==> src/rtl/wb_arbiter.sv <==
// Writeback arbiter: merges ALU results and buffered long-latency results
// into the single register file write port, and tracks pending registers.
module wb_arbiter #(
    parameter int DEPTH = 4,
    parameter int XLEN  = 32
) (
    input  logic            clk,
    input  logic            rst_n,
    input  logic            alu_valid,
    input  logic [4:0]      alu_rd,
    input  logic [XLEN-1:0] alu_data,
    input  logic            ll_valid,
    output logic            ll_ready,
    input  logic [4:0]      ll_rd,
    input  logic [XLEN-1:0] ll_data,
    input  logic            issue_valid,
    input  logic            issue_long,
    input  logic [4:0]      issue_rd,
    input  logic [4:0]      chk_rs1,
    input  logic [4:0]      chk_rs2,
    input  logic [4:0]      chk_rd,
    output logic            hazard,
    output logic [31:0]     pending,
    output logic            rf_we,
    output logic [4:0]      rf_wa,
    output logic [XLEN-1:0] rf_wd
);
    localparam int AW = $clog2(DEPTH);
    localparam int CW = $clog2(DEPTH + 1);
    localparam logic [CW-1:0] FULL = CW'(DEPTH);

    logic [4:0]      rd_q   [DEPTH];
    logic [XLEN-1:0] data_q [DEPTH];
    logic [AW-1:0]   head;
    logic [AW-1:0]   tail;
    logic [CW-1:0]   count;

    logic            push;
    logic            pop;
    logic [4:0]      head_rd;
    logic [XLEN-1:0] head_data;
    logic            set_en;
    logic [31:0]     pend_nxt;

    assign ll_ready  = (count != FULL);
    assign push      = ll_valid && ll_ready;
    assign pop       = !alu_valid && (count != '0);
    assign head_rd   = rd_q[head];
    assign head_data = data_q[head];
    assign set_en    = issue_valid && issue_long && (issue_rd != 5'd0);

    assign hazard = ((chk_rs1 != 5'd0) && pending[chk_rs1]) ||
                    ((chk_rs2 != 5'd0) && pending[chk_rs2]) ||
                    ((chk_rd  != 5'd0) && pending[chk_rd]);

    // Clear is applied before set so a same-cycle issue keeps the bit.
    always_comb begin
        pend_nxt = pending;
        if (pop && (head_rd != 5'd0))
            pend_nxt[head_rd] = 1'b0;
        if (set_en)
            pend_nxt[issue_rd] = 1'b1;
        pend_nxt[0] = 1'b0;
    end

    always_ff @(posedge clk) begin
        if (push) begin
            rd_q[tail]   <= ll_rd;
            data_q[tail] <= ll_data;
        end
    end

    always_ff @(posedge clk or negedge rst_n) begin
        if (!rst_n) begin
            head    <= '0;
            tail    <= '0;
            count   <= '0;
            pending <= '0;
            rf_we   <= 1'b0;
            rf_wa   <= '0;
            rf_wd   <= '0;
        end else begin
            pending <= pend_nxt;
            if (push)
                tail <= tail + AW'(1);
            if (pop)
                head <= head + AW'(1);
            unique case ({push, pop})
                2'b10:   count <= count + CW'(1);
                2'b01:   count <= count - CW'(1);
                default: count <= count;
            endcase
            if (alu_valid) begin
                rf_we <= (alu_rd != 5'd0);
                rf_wa <= alu_rd;
                rf_wd <= alu_data;
            end else if (pop) begin
                rf_we <= (head_rd != 5'd0);
                rf_wa <= head_rd;
                rf_wd <= head_data;
            end else begin
                rf_we <= 1'b0;
            end
        end
    end
endmodule

==> config.mk <==
export PLATFORM = sky130hd
export DESIGN_NAME = wb_arbiter
export DESIGN_NICKNAME = d
export VERILOG_FILES = /design/src/rtl/wb_arbiter.sv
export SDC_FILE = /design/constraint.sdc
export NUM_CORES = 1
export LEC_CHECK = 0
export ABC_AREA = 1
export ABC_CLOCK_PERIOD_IN_PS = 3760
export BUFFER_PORTS_ARGS = -buffer_cell sky130_fd_sc_hd__buf_4
export CORE_MARGIN = 4
export CORE_UTILIZATION = 51
export DETAILED_ROUTE_END_ITERATION = 16
export PLACE_DENSITY_LB_ADDON = 0.15
export SLEW_MARGIN = 30
export SYNTH_ARGS = -nofsm -noshare
export SYNTH_HDL_FRONTEND = slang
export SYNTH_SLANG_ARGS = --single-unit
==> constraint.sdc <==
create_clock -name clk -period 3.76 [get_ports clk]
set_input_delay 0.188 -clock clk [delete_from_list [all_inputs] [get_ports clk]]
set_output_delay 0.188 -clock clk [all_outputs]
set_load 0.01 [all_outputs]
==> metrics.txt, run 1 <==
outcome=complete, no violations; ys async rst share=33.9%; Psw=3.47 mW; placed wire-length estimate=17600 um; Simple-Gate Fraction of Synth Area=17.7%; Die Width=148 um; final worst setup slack=0.930 ns; post-CTS sizing=0; Util after Layout=67.5%; CP max-delay cell=dfrtp_2; crit path time final=2.83 ns; cell mode on critical path=nand2_1; register area=6350 sq um; routed wire length per instance=17.5 um; Final period util=75.3%; Congestion Overflow GR=0; n_diodes=0; WP depth=10; worst path bufs/invs=3; Critical Path Sink=rf_we; top cell type's share of synthesized area=44.2%; Syn Nets=1137; vias=8328; Req. time, crit path=4.14 ns; reg-to-reg slack, setup=0.93 ns; startpoint types=flip-flop; DRC=0; total track usage=24.4%; Setup CP Type=reg2reg; clk_lat worst skew=0.50 ns; DR iter-0 viols=470; EDFF count, synth=148; clk slew on worst S/H paths=0.06 ns; CTS buffer count=23; vias in the first global route=8274; final wirelength=27000 um; RD Place Congestion=0.901; crit path max fanout=44; Worst VDD drop=0.443 mV; layout cells sized above 1=18.8%; Adder-Cell Fraction of Synth Area=0.821%; H-tree Lvls=1; Sequential Power Share=39.9%; HP Class=in2reg; Die Area=22000 sq um; Via density=5.38; crit end category=flip-flop; clock network fraction of design power=24.8%; CTS tree=done; largest net degree at the start of global routing=53; Crit path max-delay family=buffers and inverters; Max Clk Rate=353 MHz; mux cell area share after synthesis=0%; xor and xnor fraction of the mapped netlist area=0.348%; r2r endpoint=rf_we; worst relative slew slack=43.4%; Seq/Total Area, Yosys=63.1%; Critical path origin=head[0]; critical-path cell list=inv_2, nand2_1, nand3_1, nand2_1, nand2_1, inv_2, nand2_4, o21ai_1, nand3_1, dlygate4sd3_1; first-pass GRT wire length=43100 um; CP arrival=3.21 ns; antenna violations before repair=0; DP Worst Slack=1.33 ns; Setup Viol. Count Final=0; area of the multi-input gates=3220 sq um; setup_tns=0 ns; # port buffers=170; Ys Warns=0; Power, Total=9.55 mW; synth top area cells=edfxtp_1, dfrtp_1, nand2_1, o21ai_0, nor2_1; die height=148 um; Cell Pwr Density=727 nW/um^2; internal power=6.07 mW; maximum buffer depth of the clock tree=3; DRT Pass-1 Iters=5; largest family of logic cells by synthesized area=simple AND/OR/NAND/NOR gates; Core ar.=19500 sq um; Final Net Count=1373; slowest stage delay, CP=0.78 ns; synthesized area per cell=9.76 sq um; Reg2Reg Launch Point=head[0]; FF+latch count, synth=224; Synth area leader=edfxtp_1; post-CTS setup buffers=0; antenna viol nets, final=0; Logic pwr share=35.2%; RSZ-0062 raised after global routing=false; Compound-Gate Fraction of Synth Area=12.7%; FP Rows=51; Leakage=5.40 nW; Initial Util=51.7%; clk root buf=clkbuf_16; Slew Viols, Final=0; Clock Skew=0.00724 ns; Max Cap Viol=0; Mapped Cells=1031; Layout area overhead=30.5%; mapped cell area=10100 sq um; CTS Hold Bufs=78; Synth cell types=34; CTS sink count=224; Switching Share=36.4%; Ports=172; Fillers=1537; Post-synth top flop=edfxtp_1; actual slew at the worst max-slew pin=0.848 ns; Final Hold Viols=0; reg2reg path depth=10
how the worst min path moves through the flow:
stage,start,end,depth (start not counted)
6_report,alu_data[26],rf_wd[26],3
5_1_grt,alu_data[26],rf_wd[26],3
4_1_cts,alu_data[26],rf_wd[26],3
3_5_place_dp,rst_n,pending[9],1
3_3_place_gp,rst_n,pending[13],1
2_1_floorplan,rst_n,count[0],0
power by group through the flow:
stage | Clock [mW] | Sequential [mW] | Combinational, mW
2_1_floorplan | 0 | 3.85 | 1.92
3_3_place_gp | 0 | 3.84 | 3.24
3_5_place_dp | 0 | 3.85 | 3.29
4_1_cts | 2.41 | 3.81 | 3.38
5_1_grt | 2.52 | 3.89 | 3.76
6_report | 2.37 | 3.81 | 3.36
stage by stage:
step | cells | hold WS, ns | instance area (sq um)
4_1_cts | 1549 | 0.00446 | 13100
3_5_place_dp | 1429 | 0.298 | 11500
3_3_place_gp | 1429 | 0.288 | 11500
5_1_grt | 1549 | 0.0198 | 13100
6_report | 1549 | 0.0124 | 13100
2_1_floorplan | 1031 | -0.108 | 10100
flip-flops by register name, indices dropped and copies added (netlist names):
register	count
count	3
pending	31
rd_q	20
rf_wa	5
rf_we	1
rf_wd	32
tail	2
data_q	128
head	2
worst reg2reg max path, cell delays in order (launching register included):
cell and delay, ns:
dfrtp_2 0.78, inv_2 0.48, nand2_1 0.16, nand3_1 0.09
nand2_1 0.17, nand2_1 0.10, inv_2 0.09, nand2_4 0.07
o21ai_1 0.12, nand3_1 0.08, dlygate4sd3_1 0.57
final cells by class:
| cell class | count | share of cell area [%] |
|---|---|---|
| timing repair buffer | 258 | 16.2 |
| tap | 265 | 2.53 |
| clock buffer | 27 | 4.73 |
| multi-input combinational | 681 | 24.5 |
| clock inverter | 15 | 1.41 |
| sequential | 224 | 48.3 |
| inverter | 79 | 2.26 |
layer usage:
layer  track usage (%)  part of all wire [%]
met3              3.56                   6.3
met1              32.5                    42
met4              7.21                   2.5
met5                 0                     0
met2              41.9                    49
cells by family after synthesis:
logic type | count (synthesis)
AND/OR/NAND/NOR | 432
XOR/XNOR | 4
other | 1
adder cells (fa/ha/maj) | 6
AO/OA/AOI/OAI | 238
buffers and inverters | 126
flip-flops | 224
cell usage after synthesis (8+ instances only):
library cell,count
buf_2,17
clkbuf_1,19
dfrtp_1,76
edfxtp_1,148
inv_1,70
inv_2,8
nand2_1,211
nand3_1,71
nor2_1,126
nor3_1,14
o211ai_1,8
o21ai_0,117
o21ai_1,62
o22ai_1,38
cells in the final DEF, fill, tap and decap left out, types with 9 or more instances in the layout:
cell           instances
buf_4                180
clkbuf_16             23
dfrtp_1               75
dlygate4sd3_1         78
edfxtp_1             148
inv_1                 69
inv_2                  9
nand2_1              211
nand3_1               71
nor2_1               121
nor3_1                14
o21ai_0              117
o21ai_1               62
o22ai_1               38
Power figures use the tool's default switching activity.
==> run 2, diff against run 1 <==
--- a/config.mk
+++ b/config.mk
@@ -5,8 +5,8 @@
 export SDC_FILE = /design/constraint.sdc
 export NUM_CORES = 1
 export LEC_CHECK = 0
-export ABC_AREA = 1
-export ABC_CLOCK_PERIOD_IN_PS = 3760
+export ABC_AREA = 0
+export ABC_CLOCK_PERIOD_IN_PS = 2300
 export BUFFER_PORTS_ARGS = -buffer_cell sky130_fd_sc_hd__buf_4
 export CORE_MARGIN = 4
 export CORE_UTILIZATION = 51
==> constraint.sdc (replaced) <==
create_clock -name clk -period 2.3 [get_ports clk]
set_input_delay 0.115 -clock clk [delete_from_list [all_inputs] [get_ports clk]]
set_output_delay 0.115 -clock clk [all_outputs]
set_load 0.01 [all_outputs]
==> metrics.txt, run 2 <==
outcome=complete, but fails checks; failing checks=setup timing; Max Clk Rate=372 MHz; slowest stage delay, CP=0.50 ns (-0.28 ns); CP max-delay cell=or4b_1; clk_lat worst skew=0.51 ns (about the same); final instance area=13000 sq um (-0.90%); Slew Viols, Final=0 (unchanged); setup_tns=-0.387 ns (-0.387 ns); # port buffers=170 (unchanged); Adder-Cell Fraction of Synth Area=0.851% (+0.030 points); antenna violations before repair=0 (unchanged); Simple-Gate Fraction of Synth Area=6.73% (-11 points); Setup CP Type=reg2out; clk root buf=clkbuf_16; Top reg by flops=data_q; startpoint types=flip-flop; CTS tree=done; Worst VDD drop=0.747 mV (+69%); DP Area=11400 sq um (-1.5%); Final Hold Viols=0 (unchanged); critical-path cell list=mux4_2, o22ai_2, nor3_1, or4b_1, or3_4, buf_6; layout cells sized above 1=33.4% (+15 points); routed wire length per instance=21.5 um (+23%); Largest regs=data_q x128, rf_wd x32, pending x31; Initial Util=51.9% (+0.17 points); top cell type's share of synthesized area=45.8% (+1.6 points); Via density=5.70 (+5.9%); EDFF count, synth=148 (unchanged); worst relative slew slack=52.8% (+9.4 points); largest family of logic cells by synthesized area=multiplexers; Cell Pwr Density=1190 nW/um^2 (+64%); maximum buffer depth of the clock tree=3 (unchanged); max reg flops=128 (unchanged); vias=6579 (-21%); mux cell area share after synthesis=17.9% (+18 points); Layout area overhead=34.1%; Setup Viol. Count Final=1 (+1); Req. time, crit path=2.18 ns (-1.96 ns); crit path time final=2.69 ns; Congestion Overflow GR=0 (unchanged); Die Area=21300 sq um (-3.4%); worst path bufs/invs=1 (-2); Syn Nets=733 (-36%); crit end category=output pin; commonest non-fill, non-tap cells in the layout=buf_4, edfxtp_1, dlygate4sd3_1, o21ai_0, dfrtp_1; Post-synth top flop=edfxtp_1; Ys Warns=0 (unchanged); actual slew at the worst max-slew pin=0.708 ns (-0.139 ns); Seq/Total Area, Yosys=65.4% (+2.3 points); crit path max fanout=4 (-91%); placed insts=1022 (-28%); final cell count without fillers=1155 (-25%); die height=146 um (-1.7%); Final Net Count=1010 (-26%); largest net degree at the start of global routing=51 (-3.8%); Die Width=146 um (-1.7%); HP Class=in2reg; total track usage=23.4% (-1.0 points); xor and xnor fraction of the mapped netlist area=0.542% (+0.19 points); Crit path max-delay family=simple AND/OR/NAND/NOR gates; first-pass GRT wire length=39600 um (-8.1%); CTS sink count=224 (unchanged); Final period util=117%; final worst setup slack=-0.387 ns (-1.32 ns); Synth area leader=edfxtp_1; RSZ-0062 raised after global routing=true; most common cell after layout, fill and taps aside=buf_4; antenna viol nets, final=0 (unchanged); Compound-Gate Fraction of Synth Area=6.37% (-6.3 points); final wirelength=24800 um (-8.2%); Util after Layout=69.6% (+2.1 points); vias in the first global route=7130 (-14%); Max Cap Viol=0 (unchanged); RD Place Congestion=0.990 (+9.8%); H-tree Lvls=1 (unchanged); synthesized area per cell=15.5 sq um (+59%); DRT Pass-1 Iters=5 (unchanged); most common library cells after synthesis=edfxtp_1, dfrtp_1, o21ai_0, nand2_1, mux4_2; Clock Skew=0.00820 ns (+0.000955 ns); CTS buffer count=23 (unchanged); count leader, synth=edfxtp_1; Mapped Cells=627 (-39%); ys async rst share=33.9% (unchanged); Power, Total=15.5 mW (+62%); Core ar.=18700 sq um (-3.9%); DR iter-0 viols=413 (-12%); Synth cell types=54 (+59%); Leakage=5.12 nW (-5.2%); placed wire-length estimate=16900 um (-4.0%); mapped cell area=9700 sq um (-3.6%); FP Rows=50 (-2.0%); Ports=172 (unchanged); n_diodes=0 (unchanged); synth top area cells=edfxtp_1, dfrtp_1, mux4_2, mux2i_1, o21ai_0; FF+latch count, synth=224 (unchanged); clk slew on worst S/H paths=0.06 ns (about the same); CP arrival=2.57 ns (-0.64 ns); DRC=0 (unchanged)
==> run 2: worst paths after layout <==
kind	start	to	slack, ns	depth (start not counted)
setup / recovery	pending[30]	hazard	-0.39	6
hold / removal	ll_valid	tail[0]	0.009	3
setup reg to reg	count[1]	count[2]	0.18	10
hold reg to reg	rf_wd[19]	rf_wd[19]	0.48	2
max in group asynchronous	rst_n	rf_wd[25]	1.33	3
min in group asynchronous	rst_n	rf_wd[5]	0.21	2
==> run 2: worst min-delay path, stage by stage <==
cell and delay [ns]:
buf_4 0.09, and2_2 0.18, xnor2_1 0.08
==> run 2: cells by family (layout without fill, tap and decap cells) <==
group	after synthesis	in the layout
AO/OA/AOI/OAI	107	107
buffers and inverters	49	343
XOR/XNOR	6	6
multiplexers	107	107
other	1	1
flip-flops	224	224
adder cells (fa/ha/maj)	6	6
AND/OR/NAND/NOR	127	127
==> run 2: final cells by class <==
class	instances	area [sq um]
sequential	224	6350
inverter	16	60.1
clock buffer	33	623
tap	234	293
fill	1233	5690
timing repair buffer	285	2400
multi-input combinational	354	3180
clock inverter	9	111
==> run 2: per-stage QoR <==
stage / setup slack [ns] / hold slack (ns)
finish: -0.387 / 0.00892
global route: -0.454 / 0.000444
global placement: 0.160 / 0.189
floorplan: 0.172 / -0.181
detailed placement: 0.123 / 0.206
CTS: -0.435 / 0.00807
==> run 2: metal layers <==
layer | up-vias | track usage, % | part of all wire [%]
met1 | 3314 | 31.4 | 42
met5 | - | 0 | 0
met2 | 236 | 40.2 | 50
met3 | 52 | 3.27 | 5.3
met4 | 0 | 7.22 | 2.8
li1 | 2977 | - | -
==> run 2: repair_timing <==
| item | 4_1_cts | 5_1_grt |
|---|---|---|
| endpoints found under the hold margin | 245 | 0 |
| gates resized for setup | 1 | 6 |
| setup buffers | 0 | 9 |
| pin swaps | 0 | 2 |
| hold buffers | 82 | 0 |
| endpoints found under the setup margin | 1 | 2 |
==> run 2: where the power goes <==
part / total [mW] / leakage (nW) / internal [mW] / switching (mW)
clock network: 3.62 / 0.350 / 2.13 / 1.49
registers: 6.33 / 2.28 / 5.54 / 0.791
logic: 5.53 / 2.49 / 2.82 / 2.71
total: 15.5 / 5.12 / 10.5 / 4.99
